===== config.mk =====
export PLATFORM = sky130hd
export DESIGN_NAME = ex_mem_wb_pipe
export DESIGN_NICKNAME = d
export VERILOG_FILES = /design/src/rtl/ex_mem_wb_pipe.sv
export SDC_FILE = /design/constraint.sdc
export NUM_CORES = 1
export LEC_CHECK = 0
export BUFFER_PORTS_ARGS = -buffer_cell sky130_fd_sc_hd__buf_2
export CORE_MARGIN = 1
export CORE_UTILIZATION = 31
export CTS_CLUSTER_DIAMETER = 200
export DETAILED_ROUTE_END_ITERATION = 8
export PLACE_DENSITY = 0.58
export SYNTH_ARGS = -nofsm -noshare
export SYNTH_HDL_FRONTEND = slang
export SYNTH_SLANG_ARGS = --single-unit

===== constraint.sdc =====
create_clock -name clk -period 2.57 [get_ports clk]
set_clock_uncertainty 0.1 [all_clocks]
set_input_delay 0.1285 -clock clk [delete_from_list [all_inputs] [get_ports clk]]
set_output_delay 0.1285 -clock clk [all_outputs]
set_load 0.05 [all_outputs]

===== src/rtl/ex_mem_wb_pipe.sv =====
// ex_mem_wb_pipe
// EX/MEM and MEM/WB pipeline registers of the pipelined CPU. Publishes the
// destination/enable/result fields used by the forwarding unit, drives the
// register-file write port (mem_wb_rd / mem_wb_regwrite / mem_wb_data),
// raises the load-use stall that forwarding cannot hide, and counts
// instructions retired from WB.
//
// Ports
//   clk, rst_n            clock (rising edge), async active-low reset
//   mem_hold              freeze both stages and the counter
//   ex_flush              squash the instruction leaving EX
//   ex_*                  instruction fields presented by the EX stage
//   mem_read_data         data-memory read data for the load in MEM
//   id_rs, id_rt          source registers of the instruction in ID
//   ex_mem_*              EX/MEM register contents
//   mem_wb_*              MEM/WB register contents / regfile write port
//   load_use_stall        combinational stall request for IF/ID and ID/EX
//   retired_count         wrapping retired-instruction counter
module ex_mem_wb_pipe #(
   parameter int unsigned DATA_W = 32,
   parameter int unsigned REG_W  = 5,
   parameter int unsigned CNT_W  = 32
) (
   input  logic              clk,
   input  logic              rst_n,
   input  logic              mem_hold,
   input  logic              ex_flush,
   input  logic              ex_valid,
   input  logic [REG_W-1:0]  ex_rd,
   input  logic              ex_regwrite,
   input  logic              ex_memwrite,
   input  logic              ex_memread,
   input  logic [DATA_W-1:0] ex_alu_result,
   input  logic [DATA_W-1:0] ex_store_data,
   input  logic [DATA_W-1:0] mem_read_data,
   input  logic [REG_W-1:0]  id_rs,
   input  logic [REG_W-1:0]  id_rt,
   output logic              ex_mem_valid,
   output logic [REG_W-1:0]  ex_mem_rd,
   output logic              ex_mem_regwrite,
   output logic              ex_mem_memwrite,
   output logic              ex_mem_memread,
   output logic [DATA_W-1:0] ex_mem_alu_result,
   output logic [DATA_W-1:0] ex_mem_store_data,
   output logic              mem_wb_valid,
   output logic [REG_W-1:0]  mem_wb_rd,
   output logic              mem_wb_regwrite,
   output logic [DATA_W-1:0] mem_wb_data,
   output logic              load_use_stall,
   output logic [CNT_W-1:0]  retired_count
);

   logic              w_advance;
   logic              w_ex_take;
   logic              w_rd_nonzero;
   logic [DATA_W-1:0] w_wb_data;

   logic              r_exm_valid;
   logic [REG_W-1:0]  r_exm_rd;
   logic              r_exm_regwrite;
   logic              r_exm_memwrite;
   logic              r_exm_memread;
   logic [DATA_W-1:0] r_exm_alu_result;
   logic [DATA_W-1:0] r_exm_store_data;

   logic              r_mwb_valid;
   logic [REG_W-1:0]  r_mwb_rd;
   logic              r_mwb_regwrite;
   logic [DATA_W-1:0] r_mwb_data;

   logic [CNT_W-1:0]  r_retired;

   // mem_hold freezes everything, so a pending flush waits for the advance
   assign w_advance    = ~mem_hold;
   assign w_ex_take    = ex_valid & ~ex_flush;
   assign w_rd_nonzero = (ex_rd != REG_W'(0));

   // Writeback value selection for the instruction currently in MEM
   assign w_wb_data = r_exm_memread ? mem_read_data : r_exm_alu_result;

   // EX/MEM register; bubbles are all-zero, r0 never advertises a write
   always_ff @(posedge clk or negedge rst_n) begin
      if (!rst_n) begin
         r_exm_valid      <= 1'b0;
         r_exm_rd         <= '0;
         r_exm_regwrite   <= 1'b0;
         r_exm_memwrite   <= 1'b0;
         r_exm_memread    <= 1'b0;
         r_exm_alu_result <= '0;
         r_exm_store_data <= '0;
      end else if (w_advance) begin
         if (w_ex_take) begin
            r_exm_valid      <= 1'b1;
            r_exm_rd         <= ex_rd;
            r_exm_regwrite   <= ex_regwrite & w_rd_nonzero;
            r_exm_memwrite   <= ex_memwrite;
            r_exm_memread    <= ex_memread;
            r_exm_alu_result <= ex_alu_result;
            r_exm_store_data <= ex_store_data;
         end else begin
            r_exm_valid      <= 1'b0;
            r_exm_rd         <= '0;
            r_exm_regwrite   <= 1'b0;
            r_exm_memwrite   <= 1'b0;
            r_exm_memread    <= 1'b0;
            r_exm_alu_result <= '0;
            r_exm_store_data <= '0;
         end
      end
   end

   // MEM/WB register; a bubble in EX/MEM yields all-zero here too
   always_ff @(posedge clk or negedge rst_n) begin
      if (!rst_n) begin
         r_mwb_valid    <= 1'b0;
         r_mwb_rd       <= '0;
         r_mwb_regwrite <= 1'b0;
         r_mwb_data     <= '0;
      end else if (w_advance) begin
         r_mwb_valid    <= r_exm_valid;
         r_mwb_rd       <= r_exm_rd;
         r_mwb_regwrite <= r_exm_regwrite;
         r_mwb_data     <= w_wb_data;
      end
   end

   // Retire counter: counts the instruction leaving WB on each advance
   always_ff @(posedge clk or negedge rst_n) begin
      if (!rst_n) begin
         r_retired <= '0;
      end else if (w_advance && r_mwb_valid) begin
         r_retired <= r_retired + CNT_W'(1);
      end
   end

   // Load in EX whose result is needed by ID next cycle cannot be forwarded
   assign load_use_stall = w_ex_take & ex_memread & w_rd_nonzero &
                           ((ex_rd == id_rs) | (ex_rd == id_rt));

   assign ex_mem_valid      = r_exm_valid;
   assign ex_mem_rd         = r_exm_rd;
   assign ex_mem_regwrite   = r_exm_regwrite;
   assign ex_mem_memwrite   = r_exm_memwrite;
   assign ex_mem_memread    = r_exm_memread;
   assign ex_mem_alu_result = r_exm_alu_result;
   assign ex_mem_store_data = r_exm_store_data;
   assign mem_wb_valid      = r_mwb_valid;
   assign mem_wb_rd         = r_mwb_rd;
   assign mem_wb_regwrite   = r_mwb_regwrite;
   assign mem_wb_data       = r_mwb_data;
   assign retired_count     = r_retired;

endmodule


# Word level (Yosys, flattened, before mapping)
# Cells that the tools add are included.
[totals] memories=0 reg_bits=144 mem_bits_rw=0 rom_bits=0 elab_cells=33 input_bits=119 out_inout_bits=145 latchBits=0
[classes] multipliers=0 order_cmp=0 shifts=0 eq_ne=2 bitwise_logic=8 add_sub_neg=1 muxes=8 n_reduce_logical=2 div_mod_pow=0
[ops] op="2-to-1 mux 32 bit" n=3
[ops] op="adder 32 x 1 -> 32 bit (second input constant)" n=1
[ops] op="== test 5 bit" n=2
[ops] op="AND 1 bit" n=5
[ops] op="2-to-1 mux 5 bit" n=1
[ops] op="nonzero test 5 bit" n=1
[ops] op="2-to-1 mux 1 bit" n=4
[ops] op="NOT 1 bit" n=2
[ops] op="logical AND 1 bit" n=1
[ops] op="OR 1 bit" n=1

# Logic depth before layout (Yosys ltp)
[logic_depth] depth_word=5 ltp_mapped=6 ltp_nobuf=5

# Least setup slack after synthesis
# Ideal clock, no wire load.
[synth_path] path_type="register -> register" start="register r_retired[0], in the netlist retired_count[0]" end="register r_retired[26], in the netlist retired_count[26]" slack_ns=0.603 t_required_ns=2.388 setup_ns=0.082 path_stages_with_launch=7 path_buffers=1 synth_period_minus_slack_ns=1.967 arrival_ns=1.784 cell_sequence="dfrtp_1 ha_1 and4b_1 clkbuf_1 nand2_2 nor4_2 xor2_1"
[synth_via] elab_chain_cells=1
[synth_lines] element="from (decl)" line_no="71" rtl="logic [CNT_W-1:0] r_retired;"
[synth_lines] element="from (signal assigned)" line_no="132" rtl="r_retired <= r_retired + CNT_W'(1);"
[synth_lines] element="adder 32 x 1 -> 32 bit" line_no="132"
# No other way between the ends.
# A chain may end at the register's enable or synchronous reset.

# Worst setup path after layout
[layout_path] start="input ex_rd[3]" end="output load_use_stall"
[layout_via] elab_chain_cells=3 word_cells_on_any_way=6 cone_classes="eq/ne (2); bitwise (3); reduce/logical (1)"
[layout_lines] element="from (decl)" line_no="29" rtl="input logic [REG_W-1:0] ex_rd,"
[layout_lines] element="== test 5 bit or nonzero test 5 bit (tied branches)" line_no="138, 76"
[layout_lines] element="OR 1 bit or AND 1 bit (tied branches)" line_no="138, 137"
[layout_lines] element="AND 1 bit (*)" line_no="137" rtl="assign load_use_stall = w_ex_take & ex_memread & w_rd_nonzero &"
[layout_lines] element="to (decl)" line_no="49" rtl="output logic load_use_stall,"
# Every way passes the cells marked *; elsewhere a longest branch is shown, timed or not.

==> qor.csv <==
metric;value;unit
outcome;complete, no violations;
largest net degree at the start of global routing;73;
Tmin final;2.10;ns
total number of H-tree levels;4;
top cells by count, synth;dfrtp_1 (144), a22o_1 (70), nand2_1 (47), o21ai_0 (34), mux2i_1 (32);
final worst slack;0.467;ns
warnings from Yosys;0;
std cell rows;50;
antenna viol nets, final;0;
# setup viols final;0;
area of the die;0.0197;mm²
RSZ-0062 raised after global routing;false;
number of antenna diodes;0;
WL per Instance;16.0;µm
first-pass GRT wire length;27600;µm
Synth cell types;35;
routability congestion estimate;0.812;
TritonCTS clock tree;built;
die height;140;µm
leading area contributor after synthesis;dfrtp_1;
1st-pass router iterations;4;
hold path endpoint;ex_mem_store_data[29];
ys async rst share;100;%
IO Port Bufs;263;
Routed Wire Length;17300;µm
HP Start;mem_hold;
vias in the first global route;5336;
share of the synthesized area in the top cell type;60.7;%
Overflow after GRT;0;
mapped cell area;0.00593;mm²
top cells by area, synth;dfrtp_1 (61%), a22o_1 (10%), mux2i_1 (5.4%);
power density cells;671;mW/mm²
post-layout util;48.8;%
Final Hold Vio Count;0;
fraction of layout cells with a size suffix above 1;37.8;%
number of synthesized flops with an enable pin;0;
initial antenna violation count;0;
Leak;0.00470;µW
DRC Markers;0;
f_max;476;MHz
Clock Latency Late Sink;0.41;ns
clock sink count;144;
startpoint class of the critical path;primary input;
Detailed Route Iter0 Violations;246;
Slew @ Worst Pin;0.678;ns
Reg2Reg Depth;3;
cts bufs inserted;17;
post-synthesis sequential area ratio;60.7;%
WS Path Type;in -> out;
Clock Root Buffer;clkbuf_16;
RR Startpoint;ex_mem_memread;
Cells on Worst Hold Path;2;
Reg2Reg Setup Slack;0.67;ns
headroom to the max-slew limit;54.8;%
Worst R2R End;mem_wb_data[2];
Clock Tree Buf Depth;2;
Gate Count Post-Synth;473;
All-Layer GR Usage;18.0;%
Total Negative Setup Slacks;0;ns
Slew Viols, Final;0;
Syn-to-layout area delta;54.0;%
Avg Inst Size Synth;12.5;µm²
Die X;140;µm
Post-DP HPWL;11200;µm
Max FO, Critical Path;4;
Net count, final;958;
Post-synth top flop;dfrtp_1;
synthesis-stage register bit count;144;
peak supply drop;0.000414;V
Min-Delay Path Class;in -> reg;
core outline area;0.0187;mm²
Worst-path clk slew;0.06;ns
DR vias/cell;4.77;
fin crit share;81.8;%
Vias;5169;
CP required;2.34;ns
Top-Level Pins;264;
Data arrival, critical path;1.87;ns
most frequent cell after synthesis;dfrtp_1;
CP endpoint kind;output pin;
Initial Utilization;31.7;%
syn nets;593;
DP Worst Slack;0.774;ns
max cap viols;0;
-- critical path, cell delays in order --
cell,delay [ns]
dlygate4sd3_1,0.53
buf_2,0.16
xor2_1,0.17
nor3_1,0.23
nand3_1,0.09
a211oi_1,0.26
buf_2,0.31
-- registers in the layout, summed over array words and instances (netlist names) --
name,count
ex_mem_rd,5
ex_mem_memread,1
ex_mem_memwrite,1
ex_mem_regwrite,1
retired_count,32
ex_mem_store_data,32
mem_wb_data,32
ex_mem_alu_result,32
mem_wb_regwrite,1
mem_wb_rd,5
mem_wb_valid,1
ex_mem_valid,1
-- power breakdown --
group          internal (µW)  total (µW)  switching, µW
clock                   1330        2300            967
combinational            426        1300            872
sequential              2420        2540            118
total                   4170        6130           1960
-- cell families after synthesis --
family,after synthesis,synth area share [%]
adder cells (fa/ha/maj),1,0.211
XOR/XNOR,41,6.05
AND/OR/NAND/NOR,103,9.74
buffers and inverters,38,2.91
multiplexers,40,6.92
AO/OA/AOI/OAI,106,13.5
flip-flops,144,60.7
-- per-stage QoR --
stage / power, µW / hold WS (ns) / cells / cell area, µm²
4_1_cts: 6210 / 0.0406 / 1084 / 9140
2_1_floorplan: 3340 / -0.267 / 473 / 5930
6_report: 6130 / 0.0521 / 1084 / 9140
3_5_place_dp: 3750 / 0.0684 / 943 / 7490
3_3_place_gp: 3740 / 0.0668 / 943 / 7490
5_1_grt: 6400 / 0.0623 / 1084 / 9140
-- how the worst max path moves through the flow --
stage | endpoint | slack [ns] | startpoint | cells past startpoint
2_1_floorplan | retired_count[26] | 0.60 | retired_count[0] | 6
3_3_place_gp | retired_count[31] | 0.82 | retired_count[3] | 4
3_5_place_dp | retired_count[25] | 0.77 | retired_count[3] | 4
4_1_cts | load_use_stall | 0.47 | ex_rd[3] | 7
5_1_grt | load_use_stall | 0.43 | ex_rd[3] | 7
6_report | load_use_stall | 0.47 | ex_rd[3] | 7
-- per-layer routing --
metal	wire [µm]	part of all wire, %	vias up	global-route usage [%]
met4	469	2.7	0	8.73
li1	-	-	2441	-
met3	1010	5.8	35	4.51
met1	7830	45	2471	23.3
met2	8010	46	222	28.1
met5	0	0	-	0
-- placed cells by master, fill, tap and decap left out, types with 4 or more instances in the layout --
master         netlist  layout
buf_2                6     261
dfrtp_1            144     143
dlygate4sd3_1        0     110
a22o_1              70      70
nand2_1             47      47
o21ai_0             34      34
mux2i_1             32      32
xor2_1              24      24
xnor2_1             17      17
clkbuf_16            0      17
nor3_1              11      11
nand3_1              9       9
mux2_2               8       8
nor4_2               8       8
clkinvlp_4           0       6
nand4_1              5       5
buf_4                0       5
and3_1               4       4
inv_1                4       4
-- timing repair --
item,in CTS,in global routing
hold buffers,110,0
setup buffers,0,0
hold endpoints to repair,163,0
gates resized for setup,0,0
-- final cells by class --
class	count	area (µm²)
Tap cell	234	293
Multi-Input combinational cell	291	2160
Clock buffer	19	433
Sequential cell	144	3600
Inverter	4	15.0
Clock inverter	12	111
Timing Repair Buffer	380	2520
Fill cell	1713	9570
(Power assumes the default switching activity.)
